<file path="config.mk">
export PLATFORM = sky130hd
export DESIGN_NAME = step_motor_ramp_gen
export DESIGN_NICKNAME = d
export VERILOG_FILES = /design/src/rtl/step_motor_ramp_gen.sv
export SDC_FILE = /design/constraint.sdc
export NUM_CORES = 1
export LEC_CHECK = 0
export BUFFER_PORTS_ARGS = -buffer_cell sky130_fd_sc_hd__buf_4
export CAP_MARGIN = 20
export CELL_PAD_IN_SITES_DETAIL_PLACEMENT = 1
export CELL_PAD_IN_SITES_GLOBAL_PLACEMENT = 2
export CORE_MARGIN = 1
export CORE_UTILIZATION = 40
export DETAILED_ROUTE_END_ITERATION = 8
export PLACE_DENSITY = 0.94
export SLEW_MARGIN = 20
export SYNTH_ARGS = -nofsm -noshare
export SYNTH_HDL_FRONTEND = slang
export SYNTH_SLANG_ARGS = --single-unit
export TNS_END_PERCENT = 20
</file>
<file path="constraint.sdc">
create_clock -name clk -period 7.3 [get_ports clk]
set_input_delay 1.46 -clock clk [delete_from_list [all_inputs] [get_ports clk]]
set_output_delay 1.46 -clock clk [all_outputs]
set_load 0.05 [all_outputs]
</file>
<file path="src/rtl/step_motor_ramp_gen.sv">
// step_motor_ramp_gen: STEP/DIR pulse generator with a trapezoidal speed ramp.
// Half-periods shrink by RAMP_DELTA per step up to the target, then grow back so the last step runs at START_HALF.
module step_motor_ramp_gen #(
  parameter int CNT_W      = 24,
  parameter int STEP_W     = 16,
  parameter int START_HALF = 375000,
  parameter int RAMP_DELTA = 12500
) (
  input  logic              clk,
  input  logic              rst,
  input  logic              start,
  input  logic              dir,
  input  logic [STEP_W-1:0] num_steps,
  input  logic [CNT_W-1:0]  target_half,
  input  logic              abort,
  output logic              step_pulse,
  output logic              dir_out,
  output logic              busy,
  output logic              done,
  output logic [STEP_W-1:0] steps_left
);
  typedef enum logic [1:0] {IDLE, ACCEL, RUN, DECEL} state_t;
  localparam logic [CNT_W-1:0] START_H = CNT_W'(START_HALF);
  localparam logic [CNT_W-1:0] DELTA   = CNT_W'(RAMP_DELTA);
  state_t state, state_nxt;
  logic [CNT_W-1:0] cnt, cnt_nxt, cur_half, cur_nxt, tgt, tgt_nxt, tgt_in, dec_half, inc_half;
  logic [CNT_W:0] inc_sum;
  logic [STEP_W-1:0] accel_steps, acc_nxt, left_nxt, left_dec;
  logic pulse_nxt, dir_nxt, busy_nxt, done_nxt, pend, pend_nxt;
  logic edge_t, rise, fall, abort_now;
  always_comb begin
    tgt_in    = (target_half < CNT_W'(2)) ? CNT_W'(2) : target_half;
    edge_t    = busy && (cnt == cur_half - CNT_W'(1));
    rise      = edge_t && !step_pulse;
    fall      = edge_t && step_pulse;
    abort_now = abort || pend;
    left_dec  = steps_left - STEP_W'(1);
    dec_half  = (cur_half - tgt > DELTA) ? cur_half - DELTA : tgt;
    inc_sum   = {1'b0, cur_half} + {1'b0, DELTA};
    // deceleration only ever slows down; halves already slower than START_HALF stay put
    inc_half  = (cur_half >= START_H) ? cur_half :
                (inc_sum > {1'b0, START_H}) ? START_H : inc_sum[CNT_W-1:0];
    state_nxt = state;
    cnt_nxt   = cnt;
    cur_nxt   = cur_half;
    tgt_nxt   = tgt;
    acc_nxt   = accel_steps;
    left_nxt  = steps_left;
    pulse_nxt = step_pulse;
    dir_nxt   = dir_out;
    busy_nxt  = busy;
    done_nxt  = 1'b0;
    pend_nxt  = pend;
    if (state == IDLE) begin
      if (start && num_steps == '0) begin
        done_nxt = 1'b1;
      end else if (start) begin
        busy_nxt  = 1'b1;
        dir_nxt   = dir;
        left_nxt  = num_steps;
        cnt_nxt   = '0;
        acc_nxt   = '0;
        pulse_nxt = 1'b0;
        pend_nxt  = 1'b0;
        tgt_nxt   = tgt_in;
        cur_nxt   = (tgt_in >= START_H) ? tgt_in : START_H;
        state_nxt = (tgt_in >= START_H) ? RUN : ACCEL;
      end
    end else if ((!step_pulse && abort_now) || (fall && (steps_left == '0 || abort_now))) begin
      busy_nxt  = 1'b0;
      done_nxt  = 1'b1;
      pulse_nxt = 1'b0;
      pend_nxt  = 1'b0;
      cnt_nxt   = '0;
      state_nxt = IDLE;
    end else begin
      pend_nxt  = pend || abort;
      cnt_nxt   = edge_t ? '0 : cnt + CNT_W'(1);
      pulse_nxt = edge_t ? !step_pulse : step_pulse;
      if (rise) begin
        left_nxt = left_dec;
        if (state == DECEL || left_dec <= accel_steps) begin
          state_nxt = DECEL;
          cur_nxt   = inc_half;
        end else if (state == ACCEL) begin
          cur_nxt   = dec_half;
          acc_nxt   = (accel_steps == '1) ? accel_steps : accel_steps + STEP_W'(1);
          state_nxt = (dec_half == tgt) ? RUN : ACCEL;
        end
      end
    end
  end
  always_ff @(posedge clk or posedge rst) begin
    if (rst) begin
      state       <= IDLE;
      cnt         <= '0;
      cur_half    <= '0;
      tgt         <= '0;
      accel_steps <= '0;
      steps_left  <= '0;
      step_pulse  <= 1'b0;
      dir_out     <= 1'b0;
      busy        <= 1'b0;
      done        <= 1'b0;
      pend        <= 1'b0;
    end else begin
      state       <= state_nxt;
      cnt         <= cnt_nxt;
      cur_half    <= cur_nxt;
      tgt         <= tgt_nxt;
      accel_steps <= acc_nxt;
      steps_left  <= left_nxt;
      step_pulse  <= pulse_nxt;
      dir_out     <= dir_nxt;
      busy        <= busy_nxt;
      done        <= done_nxt;
      pend        <= pend_nxt;
    end
  end
endmodule

</file>
After elaboration in Yosys (flattened, before gate mapping). Cells that the tools add are included.

Mux-type cells: 53. Magnitude comparators: 6. Equality and inequality tests: 11. Add/sub/neg operators: 7. Reduce and logical (&&, ||, !) cells: 29. Bitwise gates (word level): 1.

Operators with widths (count): 24-bit two-way mux (17); 16-bit two-way mux (13); 24-bit == test (2); 24-bit by 19-bit >= comparator with 1-bit output, second input constant (2); 16-bit logical NOT (2); 24-bit by 14-bit adder with 25-bit output, second input constant (1); 25-bit by 19-bit > comparator with 1-bit output, second input constant (1); 24-bit by 1-bit adder with 24-bit output, second input constant (1); 24-bit by 14-bit > comparator with 1-bit output, second input constant (1); 24-bit by 2-bit < comparator with 1-bit output, second input constant (1); 24-bit by 1-bit subtractor with 24-bit output, second input constant (1); 24-bit by 14-bit subtractor with 24-bit output, second input constant (1); 24-bit subtractor (1); 2-bit two-way mux (9); 16-bit by 1-bit adder with 16-bit output, second input constant (1); 16-bit == test, second input constant (1); 16-bit <= comparator (1); 16-bit by 1-bit subtractor with 16-bit output, second input constant (1); 1-bit two-way mux (14); 2-bit != test, second input constant (5); 3-bit AND reduction (3); 3-bit nonzero test (3); 4-bit AND reduction (2); 7-bit AND reduction (1); other kinds (12) (22).

Bits in registers: 111. Input bits: 45. Output and inout bits: 20.

Logic depth before layout (Yosys ltp).
Word-level depth: 10. Mapped depth: 19.

Worst setup path after synthesis. OpenSTA, ideal clock, no wires.

Kind: register to register. Start: register steps_left[5]. End: register cur_half[6]. Data required time: 7.155 ns. Cell stages (with the launch flop): 15. Clock period less this slack: 4.612 ns. Path slack: 2.688 ns. Data arrival time: 4.467 ns. Path through: dfrtp_1 > or4_1 > or2_2 > or4_1 > xnor2_1 > ha_1 > a211o_1 > a211oi_1 > nor3_1 > or4b_2 > a21oi_1 > clkbuf_1 > a31oi_1 > o22ai_1 > a31oi_1.

Longest elaborated chain between the ends: 7. Elaborated cells on any way between the ends: 15.

Ends and longest elaborated chain: start: declaration (line 20) `output logic [STEP_W-1:0] steps_left`; start signal: assignment (line 112) `steps_left <= left_nxt;`; 16-bit by 1-bit subtractor with 16-bit output (line 37) `left_dec = steps_left - STEP_W'(1);`; 16-bit <= comparator (line 82) `if (state == DECEL || left_dec <= accel_steps) begin`; 1-bit logical OR (line 82); 24-bit two-way mux (line 82); 24-bit two-way mux (line 80) `if (rise) begin`; 24-bit two-way mux (line 69) `end else if ((!step_pulse && abort_now) || (fall && (steps_left == '0 || abort_now))) begin`; 24-bit two-way mux (line 54) `if (state == IDLE) begin`; end signal: assignment (line 109) `cur_half <= cur_nxt;`; end: declaration (line 26) `logic [CNT_W-1:0] cnt, cnt_nxt, cur_half, cur_nxt, tgt, tgt_nxt, tgt_in, dec_half, inc_half;`.

Parallel ways exist; a longest one is shown, timed or not. The select of a mux whose other input is x is not followed. A chain may end at the register's enable or synchronous reset.

Worst setup path after layout.
Start: register steps_left[5]. End: register cur_half[22].

The elaborated chain is that of the path after synthesis.

==> run summary <==
Max Root-Sink Buffers = 2
layout cells sized above 1 = 9.62%
post-synthesis instance total = 1285
number of synthesized flops with an enable pin = 0
Worst Skew = 0.0171 ns
RSZ-0062 raised after global routing = false
Cells on Worst Hold Path = 2
Post-CTS Setup Repair Bufs = 0
clock slew seen by the registers of the worst setup and hold paths = 0.09 ns
Die Y = 161 µm
sequential share of power = 22.3%
final setup fails = 0
global-route wire length before repair = 55300 µm
post-cts sizing count = 0
clock tree sinks = 111
Hold WC Path Type = register to register
Post-DRT Antenna Nets = 0
nets@finish = 1390
filler cell count in the final layout = 3034
antenna violations before repair = 0
syn_nets = 1380
final hold violations = 0
slowest CP cell = a31oi_4
# diodes = 0
width of the chip = 161 µm
gr ovfl total = 0
final slew viol count = 0
Worst path depth = 14
clock share of power = 9.0%
crit-path leading delay family = simple AND/OR/NAND/NOR gates
CP max FO = 40
Starting Density = 41.3%
Post-CTS Hold Fix Bufs = 0
synthesis-stage register bit count = 111
crit share post-route = 71.9%
pin count of the biggest net entering global routing = 59
CTS tree = yes
Detailed Routing Iterations Pass 1 = 5
Bufs and invs on worst path = 0
row cnt = 57
area growth from synthesis to layout = 9.51%
status = finished clean
busiest grt layer = met2
Min Hold Slack = 0.539 ns
Int Power = 2.74 mW
CTS Buf Count = 9
hold path endpoint = accel_steps[5]$_DFFE_PP0P_
setup TNS = 0 ns
max cap viols = 0
Lkg Pwr = 4.74 nW
detailed placer's ending HPWL = 26400 µm
area of the multi-input gates = 6890 µm²
CP Cell Sequence = or4_1, or2_2, or4_1, xnor2_1, ha_1, nand3_1, nor3_1, nand2_1, o21ai_0, nor3_1, o32ai_1, a31oi_4, nor2_1, a221o_1
CP Capture Type = register
ys flop type = dfrtp_1
net switching power = 3.21 mW
Power per Cell Area = 534 nW/µm²
reg-to-reg slack, setup = 2.05 ns
DR vias = 9904
DRC Markers = 0
fmax = 191 MHz
CP Class = register to register
sw frac = 54.0%
die area = 26000 µm²
met1 usage = 39.5%
sequential cell area = 2780 µm²
Synth warnings = 0
Syn Area/Cell = 7.91 µm²
PortBufs = 64
GR Layer Usage met3 = 2.70%
Unique masters post-synth = 83
Mapped Area = 10200 µm²
CTS H-tree depth = 3
Final min period = 5.25 ns
Clock Latency Late Sink = 0.38 ns
Crit path largest cell delay = 0.93 ns
Vias per Instance = 6.10
worst endpoint data arrival time = 5.51 ns
worst relative slew slack = 19.9%
FF-to-FF path depth = 14
WL/cell = 21.0 µm
Hold Crit Start = accel_steps[5]$_DFFE_PP0P_
met2 usage = 41.1%
Core Region = 24600 µm²
Detailed Route WL = 34100 µm
Top Ports = 65
Total GRT Usage = 26.9%
fraction of registers with async set/reset = 100%
register area share after synthesis = 27.3%
maximum VDD drop = 0.186 mV
worst endpoint required time = 7.57 ns
Reg-to-Reg Start = steps_left[5]$_DFFE_PP0P_
reg2reg end = cur_half[22]$_DFFE_PP0P_
Root Driver = clkbuf_16
measured slew at the worst slew-check pin = 1.19 ns
Logic pwr share = 68.8%
CP Launch Type = register
Placer Congestion = 0.848
vias in the first global route = 9903
DR iter-0 viols = 855
worst register-to-register path: cells and delay by family, from the launching register on:
kind | cells | cell delay, ns
AND/OR/NAND/NOR | 8 | 2.34
AO/OA/AOI/OAI | 4 | 1.68
flip-flops | 1 | 0.45
XOR/XNOR | 1 | 0.34
adder cells (fa/ha/maj) | 1 | 0.32
metrics by stage:
step           util (%)  power, mW  area [µm²]  setup slack, ns  cells
6_report           45.2       5.94       11100             2.05   1624
2_1_floorplan         -       4.26       10200             2.69   1285
5_1_grt            45.2       6.41       11100             1.68   1624
4_1_cts            45.2       5.90       11100             2.11   1624
3_3_place_gp       44.0       5.21       10800             2.23   1608
3_5_place_dp       44.0       5.34       10800             2.12   1608
state kept, by name, indices dropped and copies added, names as in the netlist:
register and cells:
accel_steps 16, busy 1, cnt 24, cur_half 24
dir_out 1, done 1, pend 1, state 2
step_pulse 1, steps_left 16, tgt 24
routing by layer:
layer  up-vias  share of wire (%)
met5         -                  0
met4         0                2.6
met3        49                4.9
met2       268                 44
met1      4927                 48
li1       4660                  -
cell type report:
| cell class | count | area share, % |
|---|---|---|
| flip-flops and latches | 111 | 25.0 |
| multi-input cells | 1044 | 61.9 |
| well taps | 324 | 3.64 |
| clock buffers | 9 | 2.02 |
| inverters | 59 | 2.01 |
| clock inverters | 7 | 0.697 |
| repair buffers | 70 | 4.72 |
kinds of logic (layout without fill, tap and decap cells):
group           Yosys count  in the layout  synth area share [%]
compound gates          337            337                  21.8
xor+xnor                126            126                  12.2
fa+ha+maj                50             50                  6.23
buf+inv                 130            145                  5.20
flops                   111            111                  27.3
mux                      29             29                  2.93
simple gates            502            502                  24.3
synth_stat cells (all sizes together), types with 3 or more instances:
cell type  number  area (µm²)
o221ai          4        35.0
nor3           35         175
xnor2          74         648
nor4           26         205
or2             9        56.3
mux2i          23         230
inv            59         221
o21a           13        97.6
nand2b         13        88.8
nor2b           8        50.1
o21bai          5        37.5
nor2          128         480
clkbuf         46         173
a32oi           4        35.0
buf            25         134
xor2           42         368
o22ai          11        68.8
a211o           5        43.8
a21oi          61         324
or3            18         113
a2111oi         3        38.8
or4            12        97.6
dfrtp         111        2780
a221o           3        30.0
a31oi          22         138
mux2            6        67.6
a211oi         15         118
and2           12        75.1
xnor3          10         225
a41o            3        30.0
o211ai         13        97.6
a22oi           4        30.0
nand2         139         522
o31ai           7        52.6
a21o           22         165
a221oi          3        26.3
o32ai           3        26.3
nand3          52         260
a21boi          4        30.0
a32o            7        70.1
o21ai         103         515
nand4          23         150
and3           17         106
ha             49         613
how the worst max path moves through the flow:
stage | start | to
2_1_floorplan | steps_left[5]$_DFFE_PP0P_ | cur_half[6]$_DFFE_PP0P_
3_3_place_gp | steps_left[5]$_DFFE_PP0P_ | cur_half[22]$_DFFE_PP0P_
3_5_place_dp | steps_left[5]$_DFFE_PP0P_ | cur_half[22]$_DFFE_PP0P_
4_1_cts | steps_left[5]$_DFFE_PP0P_ | cur_half[22]$_DFFE_PP0P_
5_1_grt | steps_left[5]$_DFFE_PP0P_ | cur_half[13]$_DFFE_PP0P_
6_report | steps_left[5]$_DFFE_PP0P_ | cur_half[22]$_DFFE_PP0P_
layout by cell type (no fill, tap or decap), types with 21 or more instances in the layout:
| cell | Yosys | layout |
|---|---|---|
| inv_1 | 59 | 58 |
| nor3_1 | 35 | 35 |
| nor4_1 | 22 | 22 |
| ha_1 | 49 | 49 |
| a31oi_1 | 22 | 21 |
| dfrtp_1 | 111 | 111 |
| xor2_1 | 42 | 42 |
| a21oi_1 | 56 | 56 |
| a21o_1 | 22 | 22 |
| nand3_1 | 52 | 52 |
| nand4_1 | 22 | 22 |
| nor2_1 | 128 | 126 |
| mux2i_1 | 23 | 23 |
| buf_4 | 2 | 70 |
| nand2_1 | 139 | 139 |
| xnor2_1 | 74 | 74 |
| o21ai_0 | 102 | 101 |
power groups by stage:
stage          clock network (mW)  registers, mW  logic [mW]
2_1_floorplan                   0           1.18        3.09
3_3_place_gp                    0           1.30        3.90
3_5_place_dp                    0           1.32        4.02
4_1_cts                     0.543           1.31        4.05
5_1_grt                     0.564           1.37        4.48
6_report                    0.534           1.32        4.09
No activity file was read; power rests on OpenSTA's default activity.
